$ cat config.mk
export PLATFORM = sky130hd
export DESIGN_NAME = axi_burst_reader
export DESIGN_NICKNAME = d
export VERILOG_FILES = /design/src/rtl/axi_burst_reader.sv
export SDC_FILE = /design/constraint.sdc
export NUM_CORES = 1
export LEC_CHECK = 0
export CORE_UTILIZATION = 51
export DETAILED_ROUTE_END_ITERATION = 10
export GPL_ROUTABILITY_DRIVEN = 0
export GPL_TIMING_DRIVEN = 0
export PLACE_DENSITY = 0.85
export SLEW_MARGIN = 20
export SYNTH_ARGS = -nofsm -noshare
export SYNTH_HDL_FRONTEND = slang
export SYNTH_SLANG_ARGS = --single-unit
export TNS_END_PERCENT = 1
$ cat constraint.sdc
create_clock -name clk -period 17.7 [get_ports clk]
set_input_delay 4.425 -clock clk [delete_from_list [all_inputs] [get_ports clk]]
set_output_delay 4.425 -clock clk [all_outputs]
set_load 0.03 [all_outputs]
$ cat src/rtl/axi_burst_reader.sv
// AXI4 read master that streams a programmed region into a credit-managed FIFO.
// Define AXI_BURST_READER_ERR_EN to add the err/err_addr error-capture outputs.
module axi_burst_reader #(
  parameter int ADDR_WIDTH      = 32,
  parameter int DATA_WIDTH      = 64,
  parameter int ID_WIDTH        = 4,
  parameter int AXI_ID          = 0,
  parameter int MAX_BURST       = 16,
  parameter int MAX_OUTSTANDING = 4,
  parameter int LEN_WIDTH       = 24,
  parameter int FREE_WIDTH      = 10
) (
  input  logic                  clk,
  input  logic                  rstn,
  input  logic                  i_start,
  input  logic [ADDR_WIDTH-1:0] i_cfg_addr,
  input  logic [LEN_WIDTH-1:0]  i_cfg_beats,
  output logic                  o_busy,
  output logic                  o_done,
  output logic [ADDR_WIDTH-1:0] o_m_axi_araddr,
  output logic [7:0]            o_m_axi_arlen,
  output logic [2:0]            o_m_axi_arsize,
  output logic [1:0]            o_m_axi_arburst,
  output logic [ID_WIDTH-1:0]   o_m_axi_arid,
  output logic [2:0]            o_m_axi_arprot,
  output logic                  o_m_axi_arvalid,
  input  logic                  i_m_axi_arready,
  input  logic [DATA_WIDTH-1:0] i_m_axi_rdata,
  input  logic [1:0]            i_m_axi_rresp,
  input  logic                  i_m_axi_rlast,
  input  logic                  i_m_axi_rvalid,
  output logic                  o_m_axi_rready,
  input  logic [FREE_WIDTH-1:0] i_fifo_free,
  output logic                  o_fifo_wr_en,
  output logic [DATA_WIDTH-1:0] o_fifo_wr_data
`ifdef AXI_BURST_READER_ERR_EN
  ,
  output logic                  o_err,
  output logic [ADDR_WIDTH-1:0] o_err_addr
`endif
);

  localparam int BPB   = DATA_WIDTH / 8;
  localparam int SIZE  = $clog2(BPB);
  localparam int OUT_W = $clog2(MAX_OUTSTANDING + 1);
  localparam int RES_W = ((FREE_WIDTH > 9) ? FREE_WIDTH : 9) + 1;
  localparam int CW    = (LEN_WIDTH > 13) ? LEN_WIDTH : 13;
  localparam logic [OUT_W-1:0]      MAX_OUT_C = OUT_W'(MAX_OUTSTANDING);
  localparam logic [ADDR_WIDTH-1:0] ADDR_MASK = {ADDR_WIDTH{1'b1}} << SIZE;

  typedef enum logic [1:0] {S_IDLE, S_ISSUE, S_DRAIN, S_DONE} state_t;

  state_t                r_state;
  state_t                w_state_next;
  logic [ADDR_WIDTH-1:0] r_addr;
  logic [LEN_WIDTH-1:0]  r_remaining;
  logic [RES_W-1:0]      r_reserved;
  logic [OUT_W-1:0]      r_outstanding;
  logic                  r_arvalid;
  logic [ADDR_WIDTH-1:0] r_araddr;
  logic [7:0]            r_arlen;

  logic [12:0]   w_room;
  logic [CW-1:0] w_room_cw, w_rem_cw, w_cap_cw, w_len_cw;
  logic [8:0]    w_len;
  logic [8:0]    w_hs_len;
  logic          w_ar_hs, w_wr, w_issue, w_busy, w_done;

  // Beats left before the next 4 KB page boundary; address is always beat aligned.
  assign w_room    = (13'd4096 - {1'b0, r_addr[11:0]}) >> SIZE;
  assign w_room_cw = CW'(w_room);
  assign w_rem_cw  = CW'(r_remaining);
  assign w_cap_cw  = (w_room_cw < CW'(MAX_BURST)) ? w_room_cw : CW'(MAX_BURST);
  assign w_len_cw  = (w_rem_cw < w_cap_cw) ? w_rem_cw : w_cap_cw;
  assign w_len     = w_len_cw[8:0];
  assign w_hs_len  = {1'b0, r_arlen} + 9'd1;

  assign w_ar_hs = r_arvalid & i_m_axi_arready;
  assign w_wr    = i_m_axi_rvalid & w_busy;
  assign w_issue = (r_state == S_ISSUE) & ~r_arvalid & (r_outstanding < MAX_OUT_C)
                 & (RES_W'(i_fifo_free) >= r_reserved + RES_W'(w_len));

  always_ff @(posedge clk) begin
    if (!rstn) r_state <= S_IDLE;
    else       r_state <= w_state_next;
  end

  always_comb begin
    w_state_next = r_state;
    w_busy       = 1'b1;
    w_done       = 1'b0;
    case (r_state)
      S_IDLE: begin
        w_busy = 1'b0;
        if (i_start) w_state_next = (i_cfg_beats == '0) ? S_DONE : S_ISSUE;
      end
      S_ISSUE: if (w_ar_hs && (r_remaining == LEN_WIDTH'(w_hs_len))) w_state_next = S_DRAIN;
      S_DRAIN: if (r_outstanding == '0) w_state_next = S_DONE;
      S_DONE: begin
        w_done       = 1'b1;
        w_state_next = S_IDLE;
      end
      default: w_state_next = S_IDLE;
    endcase
  end

  always_ff @(posedge clk) begin
    if (!rstn) begin
      r_addr        <= '0;
      r_remaining   <= '0;
      r_reserved    <= '0;
      r_outstanding <= '0;
      r_arvalid     <= 1'b0;
      r_araddr      <= '0;
      r_arlen       <= '0;
    end else begin
      if (r_state == S_IDLE && i_start) begin
        r_addr      <= i_cfg_addr & ADDR_MASK;
        r_remaining <= i_cfg_beats;
      end
      if (w_issue) begin
        r_arvalid <= 1'b1;
        r_araddr  <= r_addr;
        r_arlen   <= 8'(w_len - 9'd1);
      end else if (w_ar_hs) begin
        r_arvalid <= 1'b0;
      end
      if (w_ar_hs) begin
        r_addr      <= r_addr + (ADDR_WIDTH'(w_hs_len) << SIZE);
        r_remaining <= r_remaining - LEN_WIDTH'(w_hs_len);
      end
      // Net update: an AR handshake and an R beat may land in the same cycle.
      r_reserved    <= r_reserved + (w_ar_hs ? RES_W'(w_hs_len) : '0)
                                  - (w_wr ? RES_W'(1) : '0);
      r_outstanding <= r_outstanding + OUT_W'(w_ar_hs) - OUT_W'(w_wr & i_m_axi_rlast);
    end
  end

  assign o_busy          = w_busy;
  assign o_done          = w_done;
  assign o_m_axi_araddr  = r_araddr;
  assign o_m_axi_arlen   = r_arlen;
  assign o_m_axi_arsize  = 3'(SIZE);
  assign o_m_axi_arburst = 2'b01;
  assign o_m_axi_arid    = ID_WIDTH'(AXI_ID);
  assign o_m_axi_arprot  = 3'b000;
  assign o_m_axi_arvalid = r_arvalid;
  assign o_m_axi_rready  = w_busy;
  assign o_fifo_wr_en    = w_wr;
  assign o_fifo_wr_data  = i_m_axi_rdata;

`ifdef AXI_BURST_READER_ERR_EN
  localparam int PTR_W = (MAX_OUTSTANDING > 1) ? $clog2(MAX_OUTSTANDING) : 1;

  logic [ADDR_WIDTH-1:0] r_afifo [MAX_OUTSTANDING];
  logic [PTR_W-1:0]      r_wr_ptr, r_rd_ptr;
  logic                  r_err;
  logic [ADDR_WIDTH-1:0] r_err_addr;

  function automatic logic [PTR_W-1:0] ptr_inc(input logic [PTR_W-1:0] p);
    return (p == PTR_W'(MAX_OUTSTANDING - 1)) ? '0 : p + PTR_W'(1);
  endfunction

  // Burst addresses in issue order; the head belongs to the burst now returning data.
  always_ff @(posedge clk) begin
    if (w_ar_hs) r_afifo[r_wr_ptr] <= r_araddr;
  end

  always_ff @(posedge clk) begin
    if (!rstn) begin
      r_wr_ptr   <= '0;
      r_rd_ptr   <= '0;
      r_err      <= 1'b0;
      r_err_addr <= '0;
    end else begin
      if (w_ar_hs)               r_wr_ptr <= ptr_inc(r_wr_ptr);
      if (w_wr && i_m_axi_rlast) r_rd_ptr <= ptr_inc(r_rd_ptr);
      if (r_state == S_IDLE && i_start) begin
        r_err      <= 1'b0;
        r_err_addr <= '0;
      end else if (w_wr && i_m_axi_rresp[1] && !r_err) begin
        r_err      <= 1'b1;
        r_err_addr <= r_afifo[r_rd_ptr];
      end
    end
  end

  assign o_err      = r_err;
  assign o_err_addr = r_err_addr;

  wire w_unused = &{1'b0, i_m_axi_rresp[0], w_len_cw[CW-1:9]};
`else
  wire w_unused = &{1'b0, i_m_axi_rresp, w_len_cw[CW-1:9]};
`endif

endmodule

==> flow_summary.toml, run 1 <==
[die]
fp.dieW_um = 127.6
start_util_pct = 52.49
die_h_um = 127.6
dieArea_um2 = 16270
num_rows = 45
boundaryPins = 259
coreArea_um2 = 15310

[setup_path]
worstSetupPathType = "input pin to output pin"
cp.required_ns = 13.28
start_kind = "input pin"
worstPathArrival_ns = 5.91
crit_path_end_kind = "output pin"
critPathMaxFanout = 3

[clock_tree]
clk_pin_slew_worst_paths_ns = 0.07
clockBufferDepth = 2
clock-root-buffer = "clkbuf_16"
htreeDepth = 3
tritoncts = "yes"
cts_made_buffers = 9
hold_buffers = 0
clk-insertion-delay-late_ns = 0.36
post-cts-setup-buffers = 0
cts_sinks = 107
ctsResizeCount = 0

[min_path]
hp-class = "flip-flop to flip-flop"

[routing]
route.met2.wl_um = 10770
drc = 0
dr.first_iter.drc_count = 735
route.vias.total = 8025
vias_per_cell = 5.708
wirelength_um = 23510
firstDrtPassIters = 5
highest_layer = "met4"
final_antenna_net_count = 0
dr_wl_met3_um = 2478
drt-met1-wl_um = 9490
wl_per_cell_um = 16.72

[timing]
hold_slack_ns = 0.4991
setup_tns_ns = 0
fmax_mhz = 96.75
fin_crit_ns = 10.34
finClkSkew_ns = 0.006816
max_slew_margin_pct = 49.83
tightestPinTransition_ns = 0.7525
final-hold-violation-count = 0
slew_viol_final = 0
grt_setup_unrepaired = "false"
finalSetupViolations = 0
final.period_utilization_pct = 58.40

[placement]
dp_hpwl_um = 18000
port-buffer-count = 174

[grt]
antenna_found_initial = 0
grt_pass1_vias = 7452
grt_pass1_wl_um = 36580
grt_usage_pct = 28.78
grt_max_degree = 19
grt_overflow = 0

[cells_and_area]
syn_to_final_growth_pct = 29.85
final_nets = 1409
nFillCells = 1306
final_layout_size_suffix_gt1_share_pct = 10.13
num_antenna_cells = 0
final_util_pct = 68.16

[power_and_ir_drop]
power_density_nw_per_um2 = 125.2
p_switching_mw = 0.5778
ir_drop_uv = 68.94
p_leak_nw = 4.587
p_comb_share_pct = 55.2
switching_share_pct = 44.20
internal_power_mw = 0.7296
seq_power_share_pct = 27.5
power_frac_clock_pct = 17.4

[run]
drv_cap = 0

[synth]
syn_area_per_cell_um2 = 8.145
seq_area_frac_synth_pct = 26.65
synth_ff_type = "dfxtp_1"
syn_area_um2 = 8039
synth_seq_cells = 107
synth_edf_count = 0
async_flop_share_pct = 0
yosys_warnings = 0
synth_cells = 987
ys_types = 73

[run_status]
outcome = "finished clean"
-- placed cells by master, fill, tap and decap left out, types with 6 or more instances in the layout --
| master | count |
|---|---|
| nor3_1 | 13 |
| and2_1 | 12 |
| and3_1 | 14 |
| nand4_1 | 7 |
| o21ai_1 | 6 |
| clkbuf_1 | 28 |
| conb_1 | 20 |
| nor4_1 | 13 |
| clkbuf_16 | 9 |
| nand3_1 | 33 |
| a21oi_1 | 50 |
| a31oi_1 | 10 |
| inv_1 | 64 |
| nor2_1 | 85 |
| xnor2_1 | 19 |
| buf_4 | 81 |
| ha_1 | 76 |
| o21ai_0 | 37 |
| mux2i_1 | 36 |
| a311oi_1 | 28 |
| a211oi_1 | 24 |
| xor2_1 | 23 |
| clkdlybuf4s50_1 | 174 |
| nand2b_1 | 10 |
| dfxtp_1 | 107 |
| nand2_1 | 82 |
| o31ai_1 | 6 |
| a21o_1 | 14 |
-- cells in the mapped netlist (4+ instances only) --
cell | count | share of area, %
a211oi_1 | 24 | 2.2
a21o_1 | 14 | 1.3
a21oi_1 | 50 | 3.1
a311oi_1 | 28 | 3.1
a31oi_1 | 10 | 0.78
and2_1 | 12 | 0.93
and3_1 | 14 | 1.1
buf_1 | 5 | 0.23
buf_2 | 4 | 0.25
buf_4 | 81 | 7.6
clkbuf_1 | 27 | 1.3
dfxtp_1 | 107 | 27
fa_1 | 5 | 1.2
ha_1 | 76 | 12
inv_1 | 64 | 3.0
mux2i_1 | 36 | 4.5
nand2_1 | 82 | 3.8
nand2b_1 | 10 | 0.78
nand3_1 | 33 | 2.1
nand3b_1 | 5 | 0.47
nand4_1 | 7 | 0.54
nor2_1 | 85 | 4.0
nor2b_1 | 5 | 0.39
nor3_1 | 13 | 0.81
nor4_1 | 13 | 1.0
o211ai_1 | 4 | 0.37
o21a_1 | 5 | 0.47
o21ai_0 | 37 | 2.3
o21ai_1 | 6 | 0.37
o21bai_1 | 5 | 0.47
o31ai_1 | 6 | 0.56
or3_1 | 4 | 0.31
or4_1 | 5 | 0.47
xnor2_1 | 19 | 2.1
xor2_1 | 23 | 2.5
-- cells by family (layout without fill, tap and decap cells) --
family	after synthesis	count (layout)	share of synthesized area, %
and+or+nand+nor	304	304	18.46
AOI/OAI and AO/OA	223	223	18.96
adders and majority gates	81	81	13.07
other	2	20	0.09342
muxes	42	42	5.416
buffers and inverters	185	375	12.58
xor gates and xnor gates	43	43	4.778
DFF	107	107	26.65
-- path summary, 6_finish.rpt --
path	start	endpoint	slack, ns	depth (start not counted)
min	o_m_axi_araddr[8]	o_m_axi_araddr[8]	0.50	2
max reg2reg	r_addr[4]	o_m_axi_araddr[9]	10.66	30
min reg2reg	o_m_axi_araddr[8]	o_m_axi_araddr[8]	0.50	2
max	i_m_axi_rvalid	o_fifo_wr_en	7.36	3
-- through the flow --
stage               cell area (um2)  total power, mW  instances  setup WS [ns]
global route                  10440            1.398       1406          7.306
floorplan                      8107           0.8740       1005          8.335
finish                        10440            1.307       1406          7.364
global placement              10110            1.042       1390          7.361
CTS                           10440            1.295       1406          7.359
detailed placement            10110            1.066       1390          7.359
-- sequential cells by signal, summed over array words and instances (netlist names) --
signal           flops
r_remaining         24
r_addr              29
o_m_axi_arlen        8
r_state              2
r_outstanding        3
o_m_axi_araddr      29
r_reserved          11
o_m_axi_arvalid      1
-- power by group through the flow --
| stage | clock [mW] | sequential (mW) | combinational (mW) |
|---|---|---|---|
| after floorplan | 0 | 0.356 | 0.518 |
| after global placement | 0 | 0.358 | 0.684 |
| after detailed placement | 0 | 0.361 | 0.705 |
| after CTS | 0.228 | 0.356 | 0.711 |
| after global routing | 0.238 | 0.365 | 0.795 |
| final | 0.227 | 0.359 | 0.721 |
-- critical path: stages --
cell and delay (ns):
clkdlybuf4s50_1 0.44, nor2b_1 0.30, clkdlybuf4s50_1 0.74
-- area by class of cell --
class                           instances  area, um2  area share, %
Clock buffer                           10      229.0          2.193
Tap cell                              211      264.0          2.529
Multi-Input combinational cell        713       4954          47.45
Buffer                                118      759.5          7.276
Clock inverter                          6      97.59         0.9349
Sequential cell                       107       2142          20.52
Timing Repair Buffer                  174       1742          16.68
Inverter                               67      251.5          2.409
-- metal layers --
layer  up-vias  track usage [%]
met5         -                0
met4         0            13.52
met3        75            7.454
met2       470            46.64
met1      3658            35.65
li1       3822                -
Note: power is estimated with default switching activity, not from simulation.
==> run 2, diff against run 1 <==
--- a/config.mk
+++ b/config.mk
@@ -5,11 +5,11 @@
 export SDC_FILE = /design/constraint.sdc
 export NUM_CORES = 1
 export LEC_CHECK = 0
-export CORE_UTILIZATION = 51
+export CORE_UTILIZATION = 48
 export DETAILED_ROUTE_END_ITERATION = 10
 export GPL_ROUTABILITY_DRIVEN = 0
 export GPL_TIMING_DRIVEN = 0
-export PLACE_DENSITY = 0.85
+export PLACE_DENSITY = 0.81
 export SLEW_MARGIN = 20
 export SYNTH_ARGS = -nofsm -noshare
 export SYNTH_HDL_FRONTEND = slang
==> constraint.sdc (replaced) <==
create_clock -name clk -period 10.4 [get_ports clk]
set_input_delay 2.6 -clock clk [delete_from_list [all_inputs] [get_ports clk]]
set_output_delay 2.6 -clock clk [all_outputs]
set_load 0.03 [all_outputs]
==> flow_summary.toml, run 2 (synthesis results as in run 1) <==
[placement]
pre_cts_slack_ns = 3.576
dp_hpwl_um = 18030
port-buffer-count = 174
numPlacedInstances = 1395
dpl_cell_area_um2 = 10120

[setup_path]
path_common_cell = "ha_1"
crit_path_top_delay_cell = "dfxtp_1"
cp.required_ns = 10.62
worstSetupPathType = "flip-flop to flip-flop"
start_kind = "flip-flop"
critPathMaxFanout = 10
worstPathArrival_ns = 7.13
crit_buf_inv = 5
crit_family = "compound AO/OA/AOI/OAI gates"
crit_path_end_kind = "flip-flop"
slowest_delay_ns = 0.48

[min_path]
hp-class = "flip-flop to flip-flop"

[cells_and_area]
design_area_um2 = 10420
register_area_um2 = 2142
nFillCells = 1417
num_antenna_cells = 0
final_common_cell = "clkdlybuf4s50_1"
final_util_pct = 64.65
final_layout_size_suffix_gt1_share_pct = 10.21
layout_common_cells = "clkdlybuf4s50_1, dfxtp_1, nor2_1, nand2_1, buf_4"
multiInputGateArea_um2 = 4954
final_nets = 1409
instances_no_fill = 1411
syn_to_final_growth_pct = 29.60

[power_and_ir_drop]
power_density_nw_per_um2 = 208.4
ir_drop_uv = 106.0
p_leak_nw = 4.576
total_power_mw = 2.171

[routing]
drc = 0
final_antenna_net_count = 0
route.vias.total = 7950
dr.first_iter.drc_count = 845
wl_per_cell_um = 16.34
vias_per_cell = 5.634
firstDrtPassIters = 5
wirelength_um = 23060

[clock_tree]
cts_made_buffers = 9
clock-root-buffer = "clkbuf_16"
clk-insertion-delay-late_ns = 0.36
clk_pin_slew_worst_paths_ns = 0.08
hold_buffers = 0
cts_sinks = 107
htreeDepth = 3
clockBufferDepth = 2
ctsResizeCount = 0
tritoncts = "yes"
post-cts-setup-buffers = 0

[die]
start_util_pct = 49.88
coreArea_um2 = 16120
dieArea_um2 = 17270
boundaryPins = 259
num_rows = 46
fp.dieW_um = 131.4
die_h_um = 131.4

[timing]
tightestPinTransition_ns = 0.8065
fin_crit_ns = 6.911
final-hold-violation-count = 0
grt_setup_unrepaired = "false"
slew_viol_final = 0
finalSetupViolations = 0
finClkSkew_ns = 0.009187
worst_slack_ns = 3.489
max_slew_margin_pct = 46.23
final.period_utilization_pct = 66.45
fmax_mhz = 144.7
setup_tns_ns = 0
hold_slack_ns = 0.4995

[grt]
grt_usage_pct = 26.32
grt_pass1_wl_um = 36450
antenna_found_initial = 0
grt_max_degree = 21
grt_overflow = 0
grt_pass1_vias = 7398

[run]
drv_cap = 0

[run_status]
outcome = "finished clean"
[run 2: cell count changes in the layout (fill, tap and decap cells not counted)]
cell,previous run,this run
inv_8,2,0
clkinv_4,0,3
inv_6,0,1
clkbuf_1,28,27
bufinv_16,2,0
clkinvlp_4,2,1
clkinv_8,0,2
[run 2: cell type report]
class / instances / area share, %
Buffer: 118 / 7.290
Sequential cell: 107 / 20.56
Multi-Input combinational cell: 713 / 47.54
Clock buffer: 9 / 2.162
Timing Repair Buffer: 174 / 16.72
Clock inverter: 7 / 0.7206
Tap cell: 216 / 2.594
Inverter: 67 / 2.414
[run 2: where the power goes]
group	internal [mW]	switching, mW
clock network	0.169	0.179
logic	0.523	0.693
registers	0.501	0.106
total	1.19	0.978
[run 2: worst reg2reg max path: cells and delay by family (launching register included)]
kind | cells | cell delay [ns]
AO/OA/AOI/OAI | 10 | 2.25
XOR/XNOR | 1 | 0.17
adder cells (fa/ha/maj) | 4 | 0.84
buffers and inverters | 5 | 1.00
flip-flops | 1 | 0.48
multiplexers | 2 | 0.42
AND/OR/NAND/NOR | 7 | 1.59
[run 2: final timing paths]
check	from	endpoint	slack, ns	cells after the start
max reg2reg	r_addr[4]	o_m_axi_araddr[18]	3.49	29
max	r_addr[4]	o_m_axi_araddr[18]	3.49	29
min	o_m_axi_araddr[4]	o_m_axi_araddr[4]	0.50	2
min reg2reg	o_m_axi_araddr[4]	o_m_axi_araddr[4]	0.50	2
[run 2: layer usage]
| metal | wire length (um) | GRT usage [%] |
|---|---|---|
| met5 | 0 | 0 |
| met2 | 10630 | 43.39 |
| met1 | 9670 | 33.78 |
| met4 | 652 | 9.625 |
| met3 | 2108 | 5.324 |
==> run 3, diff against run 2 <==
==> constraint.sdc (replaced) <==
create_clock -name clk -period 7.2 [get_ports clk]
set_input_delay 1.8 -clock clk [delete_from_list [all_inputs] [get_ports clk]]
set_output_delay 1.8 -clock clk [all_outputs]
set_load 0.03 [all_outputs]
==> flow_summary.toml, run 3 (synthesis results as in run 1) <==
[run]
drv_cap = 0

[timing]
max_slew_margin_pct = 46.33
tightestPinTransition_ns = 0.8050
worst_slack_ns = 0.4773
finalSetupViolations = 0
setup_tns_ns = 0
slew_viol_final = 0
final-hold-violation-count = 0
fmax_mhz = 148.8
finClkSkew_ns = 0.007517
final.period_utilization_pct = 93.37
hold_slack_ns = 0.5004
fin_crit_ns = 6.723

[setup_path]
crit_path_end_kind = "flip-flop"
reg2reg_depth = 29
worstPathArrival_ns = 6.95
slowest_delay_ns = 0.47
cp.required_ns = 7.43
start_kind = "flip-flop"
path_common_cell = "ha_1"
crit_path_top_delay_cell = "or4_1"
critPathMaxFanout = 10
worstSetupPathType = "flip-flop to flip-flop"

[power_and_ir_drop]
total_power_mw = 3.140
power_density_nw_per_um2 = 300.8
ir_drop_uv = 142.2
p_leak_nw = 4.588

[cells_and_area]
instances_no_fill = 1412
layout_common_cells = "clkdlybuf4s50_1, dfxtp_1, nor2_1, buf_4, nand2_1"
final_layout_size_suffix_gt1_share_pct = 10.45
design_area_um2 = 10440
final_nets = 1410
register_area_um2 = 2145
num_antenna_cells = 0
final_util_pct = 64.77
final_common_cell = "clkdlybuf4s50_1"
syn_to_final_growth_pct = 29.85
nFillCells = 1415
multiInputGateArea_um2 = 4954

[routing]
final_antenna_net_count = 0
dr.first_iter.drc_count = 801
wirelength_um = 23120
vias_per_cell = 5.619
wl_per_cell_um = 16.37
route.vias.total = 7934
firstDrtPassIters = 5
drc = 0

[die]
coreArea_um2 = 16120
start_util_pct = 49.88
dieArea_um2 = 17270
die_h_um = 131.4
fp.dieW_um = 131.4
boundaryPins = 259
num_rows = 46

[clock_tree]
tritoncts = "yes"
htreeDepth = 3
clock-root-buffer = "clkbuf_16"
cts_sinks = 107
cts_made_buffers = 9
clk_pin_slew_worst_paths_ns = 0.08
clockBufferDepth = 2
clk-insertion-delay-late_ns = 0.36

[placement]
dpl_cell_area_um2 = 10120
dp_hpwl_um = 18030
pre_cts_slack_ns = 0.3763
numPlacedInstances = 1395
port-buffer-count = 174

[grt]
grt_max_degree = 21
grt_pass1_wl_um = 36450
grt_pass1_vias = 7398
grt_usage_pct = 26.32
grt_overflow = 0
antenna_found_initial = 0

[min_path]
hp-class = "flip-flop to flip-flop"
holdPathStages = 2

[run_status]
outcome = "finished clean"
run 3: cell count changes in the layout (fill, tap and decap cells not counted), sizes merged:
cell,delta
clkbuf,+1
run 3: where the power goes:
part | internal [mW] | switching, mW
sequential | 0.725 | 0.154
combinational | 0.761 | 1.00
clock | 0.244 | 0.255
total | 1.73 | 1.41
run 3: worst max-delay path, delay by kind of cell, from the launching register on:
kind / cells / cell delay (ns)
simple gates: 7 / 1.68
xor+xnor: 1 / 0.17
mux: 2 / 0.38
buf+inv: 5 / 0.93
fa+ha+maj: 4 / 0.81
compound gates: 10 / 2.24
flops: 1 / 0.37
run 3: final timing paths:
check | slack, ns | endpoint | from
setup / recovery | 0.48 | o_m_axi_araddr[27] | r_addr[3]
hold / removal | 0.50 | o_m_axi_araddr[4] | o_m_axi_araddr[4]
setup reg to reg | 0.48 | o_m_axi_araddr[27] | r_addr[3]
hold reg to reg | 0.50 | o_m_axi_araddr[4] | o_m_axi_araddr[4]
run 3: timing repair:
action,CTS,global route
buffers inserted,0,1
hold buffers,0,0
endpoints found under the setup margin,0,34
resized for setup,0,9
endpoints found under the hold margin,0,0
run 3: area by class of cell:
class | count | area share [%]
Buffer | 118 | 7.371
Tap cell | 216 | 2.589
Inverter | 67 | 2.409
Sequential cell | 107 | 20.54
Clock inverter | 7 | 0.7192
Multi-Input combinational cell | 713 | 47.45
Timing Repair Buffer | 175 | 16.76
Clock buffer | 9 | 2.157
run 3: per-layer routing:
| layer | GRT usage [%] | wire length [um] | vias to the layer above |
|---|---|---|---|
| li1 | - | - | 3832 |
| met2 | 43.39 | 10740 | 399 |
| met1 | 33.78 | 9580 | 3652 |
| met4 | 9.625 | 626 | 0 |
| met5 | 0 | 0 | - |
| met3 | 5.324 | 2174 | 51 |
